===== config.mk =====
export PLATFORM = sky130hd
export DESIGN_NAME = step_pulse_sched
export DESIGN_NICKNAME = d
export VERILOG_FILES = /design/src/rtl/step_pulse_sched.sv
export SDC_FILE = /design/constraint.sdc
export NUM_CORES = 1
export LEC_CHECK = 0
export BUFFER_PORTS_ARGS = -buffer_cell sky130_fd_sc_hd__buf_2
export CORE_UTILIZATION = 54
export DETAILED_ROUTE_END_ITERATION = 12
export PLACE_DENSITY = 0.76
export RECOVER_POWER = 50
export SLEW_MARGIN = 10
export SYNTH_ARGS = -nofsm -noshare
export SYNTH_HDL_FRONTEND = slang
export SYNTH_SLANG_ARGS = --single-unit

===== constraint.sdc =====
create_clock -name clk -period 2.95 [get_ports clk]
set_input_delay 0.1475 -clock clk [delete_from_list [all_inputs] [get_ports clk]]
set_output_delay 0.1475 -clock clk [all_outputs]
set_load 0.01 [all_outputs]

===== src/rtl/step_pulse_sched.sv =====
// rtl/step_pulse_sched.sv - step/dir pulse scheduler with period clamp and graceful abort
module step_pulse_sched #(
  parameter int PERIOD_W = 6,
  parameter int STEPS_W  = 16,
  parameter int PULSE_HI = 2
) (
  input  logic                clk,
  input  logic                rst,
  input  logic                cmd_valid,
  output logic                cmd_ready,
  input  logic                cmd_dir,
  input  logic [STEPS_W-1:0]  cmd_steps,
  input  logic [PERIOD_W-1:0] cmd_period,
  input  logic                abort,
  output logic                step,
  output logic                dir,
  output logic                busy,
  output logic                done,
  output logic [STEPS_W-1:0]  steps_left
);

  typedef enum logic [2:0] {
    S_IDLE  = 3'd0,
    S_SETUP = 3'd1,
    S_HIGH  = 3'd2,
    S_LOW   = 3'd3,
    S_FIN   = 3'd4
  } state_t;

  // Last phase-counter value of a high phase, and the shortest legal period.
  localparam logic [PERIOD_W-1:0] HI_LAST = PERIOD_W'(PULSE_HI - 1);
  localparam logic [PERIOD_W-1:0] P_MIN   = PERIOD_W'(PULSE_HI + 1);

  state_t               state_q, state_d;
  logic [PERIOD_W-1:0]  cnt_q, cnt_d;
  logic [PERIOD_W-1:0]  per_q, per_d;
  logic [STEPS_W-1:0]   steps_q, steps_d;
  logic                 dir_q, dir_d;
  logic                 abort_q, abort_d;
  logic                 step_q, step_d;
  logic                 busy_q, busy_d;
  logic                 done_q, done_d;
  logic                 ready_q, ready_d;

  logic                 abort_now;
  logic                 hi_end;
  logic                 lo_end;

  // abort only counts while a move is running; it stays latched until FIN
  assign abort_now = abort_q | (busy_q & abort);
  assign hi_end    = (cnt_q == HI_LAST);
  // low phase lasts P-PULSE_HI cycles, so its last count is P-PULSE_HI-1
  assign lo_end    = (cnt_q == (per_q - P_MIN));

  // State, datapath and registered outputs
  always_ff @(posedge clk or negedge rst) begin
    if (!rst) begin
      state_q <= S_IDLE;
      cnt_q   <= '0;
      per_q   <= P_MIN;
      steps_q <= '0;
      dir_q   <= 1'b0;
      abort_q <= 1'b0;
      step_q  <= 1'b0;
      busy_q  <= 1'b0;
      done_q  <= 1'b0;
      ready_q <= 1'b1;
    end else begin
      state_q <= state_d;
      cnt_q   <= cnt_d;
      per_q   <= per_d;
      steps_q <= steps_d;
      dir_q   <= dir_d;
      abort_q <= abort_d;
      step_q  <= step_d;
      busy_q  <= busy_d;
      done_q  <= done_d;
      ready_q <= ready_d;
    end
  end

  // Next-state, command latch, step countdown and phase counter
  always_comb begin
    state_d = state_q;
    per_d   = per_q;
    steps_d = steps_q;
    dir_d   = dir_q;
    abort_d = abort_now;
    case (state_q)
      S_IDLE: begin
        abort_d = 1'b0;
        if (cmd_valid && ready_q) begin
          dir_d   = cmd_dir;
          steps_d = cmd_steps;
          per_d   = (cmd_period < P_MIN) ? P_MIN : cmd_period;
          state_d = (cmd_steps == '0) ? S_FIN : S_SETUP;
        end
      end
      S_SETUP: begin
        state_d = abort_now ? S_FIN : S_HIGH;
      end
      S_HIGH: begin
        // a pulse in flight always runs to full width before abort takes effect
        if (hi_end) begin
          steps_d = steps_q - STEPS_W'(1);
          state_d = abort_now ? S_FIN : S_LOW;
        end
      end
      S_LOW: begin
        if (abort_now) begin
          state_d = S_FIN;
        end else if (lo_end) begin
          state_d = (steps_q == '0) ? S_FIN : S_HIGH;
        end
      end
      S_FIN: begin
        abort_d = 1'b0;
        state_d = S_IDLE;
      end
      default: begin
        abort_d = 1'b0;
        state_d = S_IDLE;
      end
    endcase
    // counter restarts on every state entry and is parked while idle
    if ((state_d != state_q) || (state_q == S_IDLE)) begin
      cnt_d = '0;
    end else begin
      cnt_d = cnt_q + PERIOD_W'(1);
    end
  end

  // Output decode from the upcoming state so outputs come straight from flops
  always_comb begin
    ready_d = (state_d == S_IDLE);
    busy_d  = (state_d == S_SETUP) || (state_d == S_HIGH) || (state_d == S_LOW);
    step_d  = (state_d == S_HIGH);
    done_d  = (state_d == S_FIN);
  end

  assign cmd_ready  = ready_q;
  assign busy       = busy_q;
  assign step       = step_q;
  assign done       = done_q;
  assign dir        = dir_q;
  assign steps_left = steps_q;

endmodule


### Yosys cells after proc, flatten, opt, wreduce, memory -nomap -nowiden

Index checks and enable logic that the tools add are counted.

* add/subtract/negate cells: 3
* order comparisons: 1
* eq/ne operators: 12
* muxes and demuxes: 15
* bitwise operators: 2
* reduce and logical (&&, ||, !) cells: 12

Operators with widths (count)
* 16-bit logical NOT: 2
* 16-bit two-way mux: 2
* 16-bit case mux with 2 select lines: 1
* 3-bit two-way mux: 8
* 16-bit by 1-bit subtractor with 16-bit output, second input constant: 1
* 3-bit by 2-bit == test with 1-bit output, second input constant: 4
* 6-bit two-way mux: 2
* 3-bit case mux with 4 select lines: 1
* 6-bit by 1-bit adder with 6-bit output, second input constant: 1
* 3-bit by 1-bit == test with 1-bit output, second input constant: 2
* 6-bit by 1-bit == test with 1-bit output, second input constant: 1
* 6-bit == test: 1
* 3-bit logical NOT: 2
* 6-bit by 2-bit < comparator with 1-bit output, second input constant: 1
* 6-bit by 2-bit subtractor with 6-bit output, second input constant: 1
* 2-bit inequality test, second input constant: 2
* 3-bit == test, second input constant: 1
* 1-bit logical OR: 3
* 3-bit inequality test: 1
* 3-bit AND reduction: 1
* 3-bit OR reduction: 1
* 2-bit AND reduction: 1
* 2-bit nonzero test: 1
* 1-bit bitwise AND: 1
* 3 further kinds: 3

* register bits: 37
* bits of input ports: 27
* output and inout bits: 21
* word-level logic and storage cells: 55

### Depth between registers and ports, before layout

Gate-level depths: netlist of run 1.

* depth in word-level cells: 8
* depth in mapped cells: 8
* depth with buffers taken out: 8

### Worst setup path after synthesis of run 1

No wires, ideal clock.

* path kind: register -> register
* from: reg per_q[0]
* to: reg ready_q (netlist: cmd_ready)
* library setup time: 76 ps
* data arrival time: 2142 ps
* required time: 2874 ps
* setup slack: 731 ps
* cell stages (with the launch flop): 8
* buffers on the path: 0
* clock period less this slack: 2219 ps
* cell sequence: dfstp_2 > ha_1 > nand2b_1 > or4_1 > a2111o_1 > o31ai_4 > inv_2 > nor3_2

* word-level cells in the longest chain between the ends: 6

Ends and longest elaborated chain
* from (decl): line 36 `logic [PERIOD_W-1:0] per_q, per_d;`
* from (signal assigned): line 71 `per_q <= per_d;`
* 6-bit by 2-bit subtractor with 6-bit output: line 53 `assign lo_end = (cnt_q == (per_q - P_MIN));`
* 6-bit == test: line 53
* 3-bit two-way mux: line 112 `end else if (lo_end) begin`
* 3-bit two-way mux: line 110 `if (abort_now) begin`
* 3-bit case mux with 4 select lines: line 89 `case (state_q)`
* named net state_d[1]: line 34 `state_t state_q, state_d;`
* 3-bit logical NOT: line 135 `ready_d = (state_d == S_IDLE);`
* named net ready_d: line 43 `logic ready_q, ready_d;`
* to (signal assigned): line 78 `ready_q <= ready_d;`
* to (decl): line 43

The timed path passes the listed nets, and every way through them passes these cells.
A chain may end at the register's enable or synchronous reset.

### Worst setup path in the final report of run 1

* from: reg cnt_q[1]
* to: reg steps_q[1] (netlist: steps_left[1])

* word-level cells in the longest chain between the ends: 3

Ends and longest elaborated chain
* from (decl): line 35 `logic [PERIOD_W-1:0] cnt_q, cnt_d;`
* from (signal assigned): line 70 `cnt_q <= cnt_d;`
* 6-bit by 1-bit == test with 1-bit output: line 51 `assign hi_end = (cnt_q == HI_LAST);`
* 2-bit inequality test (no line)
* 3-bit AND reduction (no line)
* to (signal assigned): line 72 `steps_q <= steps_d;`
* to (decl): line 37 `logic [STEPS_W-1:0] steps_q, steps_d;`

Every way passes these cells.

==> reports/metrics.csv, run 1 <==
metric,value,unit
avgViaCountPerCell,5.942,
netlist.area_leader.share,39.67,%
nFillCells,331,
cp_max_fo,15,
die_x,65.02,um
drc,0,
cts_root_buffer,clkbuf_8,
boundaryPins,48,
startpoint_type,flop,
pwr-share-comb,47.6,%
worst_slew_pin_slew,1.944,ns
core,3744,um^2
drive_above_1_share,18.64,%
dp_hpwl,3563,um
synth_area,2145,um^2
synthArstFlopShare,100.0,%
maxCapViolCount,1,
grt_setup_unrepaired,false,
total_power,2.592,mW
diodes,0,
drtIter0Drc,123,
clock_latency,0.29,ns
hold_violations,0,
cp.arrival,2.62,ns
grt.overflow.total,0,
cts_tree,built,
p_seq_share,38.5,%
cp-end-kind,flop,
finalWirelength,4924,um
outcome,"complete, but fails checks",
violations,"capacitance limit, slew limit",
postSynthAreaPerCell,9.324,um^2
clkPwrFrac,14.0,%
clockBufferDepth,2,
skew,0.003221,ns
ys_seq_area_share,43.35,%
worstHoldPathType,in2reg,
initial_utilization,57.29,%
drt_pass1_iterations,4,
synth_area_leaders,"dfrtp_1 40%, a21oi_1 5.4%, nor3_1 4.4%",
grt_max_degree,38,
ys_warn_count,0,
grtUsageTotal,26.10,%
p_per_area,1046,nW/um^2
report.final.slew_viol_count,38,
synth_common_cells,"34 x dfrtp_1, 23 x a21oi_1, 19 x nor3_1",
syn_to_final_growth,15.52,%
dp_cells,318,
cts_inserted_buffers,5,
synth-seq-cells,37,
worst_path_max_delay_cell,or4b_1,
synthFlopType,dfrtp_1,
path_class,reg2reg,
p_int,1.439,mW
htreeDepth,2,
max_freq,0.4045,GHz
worst-path-buf-inv,1,
finalInstanceArea,2477,um^2
grt_antenna_before_repair,0,
slowest_delay,0.51,ns
synth_fp_nets,261,
die_h,65.02,um
dieArea,4228,um^2
gp_congestion,0.8428,
dpl_cell_area,2405,um^2
grt_pass1_wl,8197,um
avgRoutedWirePerCell,15.06,um
core.rowCount,22,
final_antenna_net_count,0,
cp_top_family,simple AND/OR/NAND/NOR gates,
finalCritPeriodShare,83.80,%
vdd_drop_max,613.4,uV
vias,1943,
postCtsSetupBuffers,0,
port_buffers,47,
nets,309,
cts_resized,0,
setup-tns-final,0,ns
p_switching,1.152,mW
clk_pin_slew,0.07,ns
instances_no_fill,327,
synth_top_area_cell,dfrtp_1,
synth.distinct_cells,48,
period_needed,2.472,ns
required,3.10,ns
path_cells,inv_1 -> ha_1 -> or4b_1 -> or3_1 -> and2_0 -> a211oi_1 -> a21oi_1,
p_sw_share,44.46,%
yosysMostFrequentCell,dfrtp_1,
synth-edff-count,0,
power_leakage,0.9766,nW
final-setup-viol-count,0,
relSlewSlack,-29.62,%
clock-sinks,37,
syn_inst,230,
grt_pass1_vias,1797,
==> routing by layer <==
layer | part of all wire [%] | GRT usage (%) | vias up
met5 | 0 | 0 | -
met4 | 2.1 | 10.87 | 0
met3 | 6.8 | 6.866 | 10
met2 | 45 | 41.54 | 71
met1 | 46 | 33.52 | 905
li1 | - | - | 957
==> worst register-to-register path, delay by kind of cell, from the launching register on <==
family	cells	cell delay, ns
fa+ha+maj	1	0.12
buf+inv	1	0.07
compound gates	2	0.38
flops	1	0.42
simple gates	3	1.34
==> flip-flops by register name (all words and copies together) (netlist names) <==
signal / flops
busy: 1
cnt_q: 6
abort_q: 1
steps_left: 16
done: 1
per_q: 6
state_q: 3
step: 1
cmd_ready: 1
dir: 1
==> worst paths after layout <==
check / startpoint / end / slack (ns) / depth (start not counted)
worst min-delay path: cmd_dir / dir / 0.09 / 2
worst min register to register: per_q[1] / per_q[1] / 0.51 / 2
worst max-delay path: cnt_q[1] / steps_left[1] / 0.48 / 7
max in group asynchronous: rst / per_q[5] / 0.90 / 2
min in group asynchronous: rst / steps_left[0] / 0.93 / 2
worst max register to register: cnt_q[1] / steps_left[1] / 0.48 / 7
==> power by group through the flow <==
stage | registers, mW | logic (mW) | clock network (mW)
CTS | 0.987 | 1.27 | 0.375
global route | 1.03 | 1.38 | 0.390
floorplan | 0.995 | 0.875 | 0
finish | 0.997 | 1.23 | 0.362
detailed placement | 0.995 | 1.26 | 0
global placement | 0.986 | 1.23 | 0
==> kinds of logic after synthesis <==
| logic type | count (synthesis) | synth area share, % |
|---|---|---|
| AOI/OAI and AO/OA | 67 | 20.42 |
| xor gates and xnor gates | 12 | 4.901 |
| adders and majority gates | 4 | 2.334 |
| buffers and inverters | 15 | 3.967 |
| DFF | 37 | 43.35 |
| muxes | 6 | 3.150 |
| and+or+nand+nor | 89 | 21.88 |
==> placed cells by master, fill, tap and decap left out, types with 2 or more instances in the layout <==
master and n:
dfrtp_1 34, buf_2 25, clkbuf_1 24, a21oi_1 23, nor3_1 19, nand2_1 16, nor2_1 16, o21ai_0 16
xnor2_1 8, nand3_1 8, nor4_1 8, mux2_2 6, clkbuf_8 6, o2bb2ai_1 5, nor3b_1 4, xor2_1 4
nand2b_1 4, a22oi_1 4, ha_1 4, buf_4 4, inv_1 3, dfstp_2 3, a211oi_1 2, nand4_1 2
o41ai_1 2, or3b_2 2, or3_1 2, o211ai_1 2, o22ai_1 2
==> stage by stage <==
step	util (%)	hold slack [ns]	worst slack [ns]
global route	66.18	0.09177	0.2380
detailed placement	64.24	0.2923	0.4752
CTS	66.91	0.08848	0.4669
finish	66.18	0.09082	0.4778
floorplan	-	-0.1481	0.7313
global placement	64.24	0.2853	0.5518
==> cell type report <==
class | count | area (um^2) | share of cell area [%]
clock buffers | 8 | 90.09 | 3.636
inverters | 4 | 15.01 | 0.6061
multi-input cells | 178 | 1135 | 45.81
flip-flops and latches | 37 | 929.6 | 37.53
well taps | 48 | 60.06 | 2.424
repair buffers | 52 | 247.7 | 10.00
==> what timing repair did <==
| item | 4_1_cts | 5_1_grt |
|---|---|---|
| endpoints found under the hold margin | 34 | 0 |
| hold buffers | 1 | 0 |
| endpoints found under the setup margin | 0 | 0 |
Note: power is estimated with default switching activity, not from simulation.
==> inputs of run 2 (changes only) <==
Settings changed: ABC_AREA from default to 1, CORE_UTILIZATION 54 to 55.
Clock period 2.95 ns to 2.4 ns, I/O delays scaled along.
==> run 2 against run 1 <==
Against the previous run: the flow now finishes without violations; final cell count is 31% higher; sequential share of layout area down 2.4 points; global-route usage up 0.47 points; critical path depth up 4; sequential power grew 15%; combinational power is 38% higher; area after synthesis rose by 7.6%; wire length is 6.1% higher; highest routed layer unchanged.
==> reports/metrics.csv, run 2 <==
metric,value,unit
outcome,"complete, no violations",
dp_hpwl,3918,um
layout_common_cells,"79 x nand2_1, 54 x nor2_1, 40 x inv_1, 34 x dfrtp_1, 30 x o21ai_0",
grt_max_degree,38,
synth_area,2308,um^2
htreeDepth,2,
synthMuxAreaShare,0,%
synth_area_leaders,"dfrtp_1 37%, nand2_1 13%, nor2_1 8.8%",
synth-compound-area-share,13.06,%
clockBufferDepth,2,
drive_above_1_share,16.09,%
vdd_drop_max,698.6,uV
drtIter0Drc,145,
netlist.area_leader.share,36.86,%
synth-simple-area-share,33.01,%
p_seq_share,35.1,%
path_class,reg2reg,
power_leakage,1.301,nW
synth_xor_area_share,2.656,%
core,4029,um^2
grt_pass1_wl,8880,um
die_x,66.79,um
initial_utilization,57.30,%
port_buffers,47,
syn_inst,329,
maxCapViolCount,0,
relSlewSlack,38.49,%
diodes,0,
grt_antenna_before_repair,0,
cts_root_buffer,clkbuf_8,
clock_latency,0.29,ns
largest_register_ffs,16,
avgViaCountPerCell,5.193,
mostFrequentLayoutCell,nand2_1,
final-setup-viol-count,0,
clk_pin_slew,0.07,ns
max_freq,0.5408,GHz
setup-tns-final,0,ns
finalCritPeriodShare,77.05,%
gp_congestion,0.8225,
synth_common_cells,"79 x nand2_1, 54 x nor2_1, 40 x inv_1",
boundaryPins,48,
nFillCells,392,
final_core_util,65.75,%
ys_seq_area_share,40.27,%
cts_tree,built,
grt.overflow.total,0,
grt_pass1_vias,2124,
required,2.57,ns
layout.area.seq,929.6,um^2
yosysMostFrequentCell,nand2_1,
worst_slew_pin_slew,0.9226,ns
vias,2228,
clkPwrFrac,13.1,%
syn_to_final_growth,14.74,%
grtUsageTotal,26.57,%
pwr-share-comb,51.8,%
p_per_area,1241,nW/um^2
p_sw_share,48.43,%
synth-seq-cells,37,
path_cells,inv_1 -> ha_1 -> nand3_2 -> nor2_2 -> nand4_2 -> nor2_2 -> nand2_1 -> nand2_1 -> nand2_2 -> nand2_2 -> nor2_1,
synth_top_area_cell,dfrtp_1,
die_h,66.79,um
cts_inserted_buffers,5,
core.rowCount,23,
final_antenna_net_count,0,
slowest_delay,0.43,ns
setup_slack,0.5509,ns
clock-sinks,37,
synthArstFlopShare,100.0,%
postCtsSetupBuffers,0,
avgRoutedWirePerCell,12.17,um
ys_warn_count,0,
p_int,1.695,mW
synth-edff-count,0,
cp-end-kind,flop,
finalWirelength,5222,um
synthAdderAreaFrac,2.168,%
p_switching,1.592,mW
synth_fp_nets,360,
drc,0,
nets,409,
synth_top_family_by_area,simple AND/OR/NAND/NOR gates,
multi_input_area,1175,um^2
synthFlopType,dfrtp_1,
grt_setup_unrepaired,false,
dp_cells,420,
worst_path_max_delay_cell,dfrtp_1,
hold_violations,0,
dieArea,4460,um^2
cp_max_fo,6,
worstHoldPathType,in2reg,
period_needed,1.849,ns
instances_no_fill,429,
skew,0.01091,ns
startpoint_type,flop,
dp_slack,0.5405,ns
cp.arrival,2.02,ns
synth.distinct_cells,35,
whs,0.02495,ns
drt_pass1_iterations,4,
postSynthAreaPerCell,7.017,um^2
report.final.slew_viol_count,0,
[run 2: changes by cell type in the layout (fill, tap and decap cells not counted), sizes merged, moves of 4 or more]
cell | previous run | this run
a21oi | 23 | 13
o2bb2ai | 5 | 0
mux2 | 6 | 0
nand3 | 8 | 16
a22oi | 4 | 0
o21ai | 17 | 32
nor3 | 20 | 6
nor2 | 16 | 62
nor4 | 8 | 1
xnor2 | 8 | 1
inv | 4 | 45
nand2b | 4 | 0
nand2 | 16 | 83
[run 2: final timing paths]
path,start,endpoint,slack [ns],cells after the start
setup / recovery,steps_left[0],cnt_q[1],0.55,11
hold / removal,cmd_dir,dir,0.02,3
setup reg to reg,steps_left[0],cnt_q[1],0.55,11
hold reg to reg,dir,dir,0.49,2
max in group asynchronous,rst,steps_left[5],1.33,2
min in group asynchronous,rst,per_q[2],0.49,2
[run 2: per-stage QoR]
stage | instance area (um^2) | power (mW)
2_1_floorplan | 2308 | 2.417
3_3_place_gp | 2579 | 2.856
3_5_place_dp | 2579 | 2.900
4_1_cts | 2675 | 3.349
5_1_grt | 2649 | 3.624
6_report | 2649 | 3.287
[run 2: metal layers]
layer	share of wire [%]	GRT usage (%)	wire length, um	vias to the layer above
met1	44	29.93	2312	1021
met4	1.1	9.840	57	0
met5	0	0	0	-
met2	50	48.74	2637	63
li1	-	-	-	1139
met3	4.1	5.137	215	5
[run 2: logic make-up after synthesis]
| kind of cell | after synthesis |
|---|---|
| simple gates | 174 |
| compound gates | 55 |
| buf+inv | 52 |
| flops | 37 |
| xor+xnor | 7 |
| fa+ha+maj | 4 |
[run 2: worst max-delay path: cells and delay by family, from the launching register on]
kind	cells	cell delay (ns)
buffers and inverters	1	0.11
adders and majority gates	1	0.24
DFF	1	0.43
and+or+nand+nor	9	0.94
[run 2: cell type report]
| type | instances | area share, % |
|---|---|---|
| clock inverters | 3 | 0.6613 |
| well taps | 50 | 2.362 |
| multi-input cells | 240 | 44.36 |
| repair buffers | 49 | 8.550 |
| inverters | 45 | 6.377 |
| flip-flops and latches | 37 | 35.10 |
| clock buffers | 5 | 2.598 |
[run 2: power groups by stage]
stage,clock [mW],sequential [mW],combinational (mW)
floorplan,0,1.19,1.22
global placement,0,1.15,1.70
detailed placement,0,1.16,1.74
CTS,0.450,1.15,1.75
global route,0.470,1.20,1.96
finish,0.432,1.15,1.70
[run 2: repair_timing]
action	CTS	global route
hold buffers	1	0
endpoints found under the hold margin	34	0
setup endpoints to repair	0	0
resized for setup	0	0
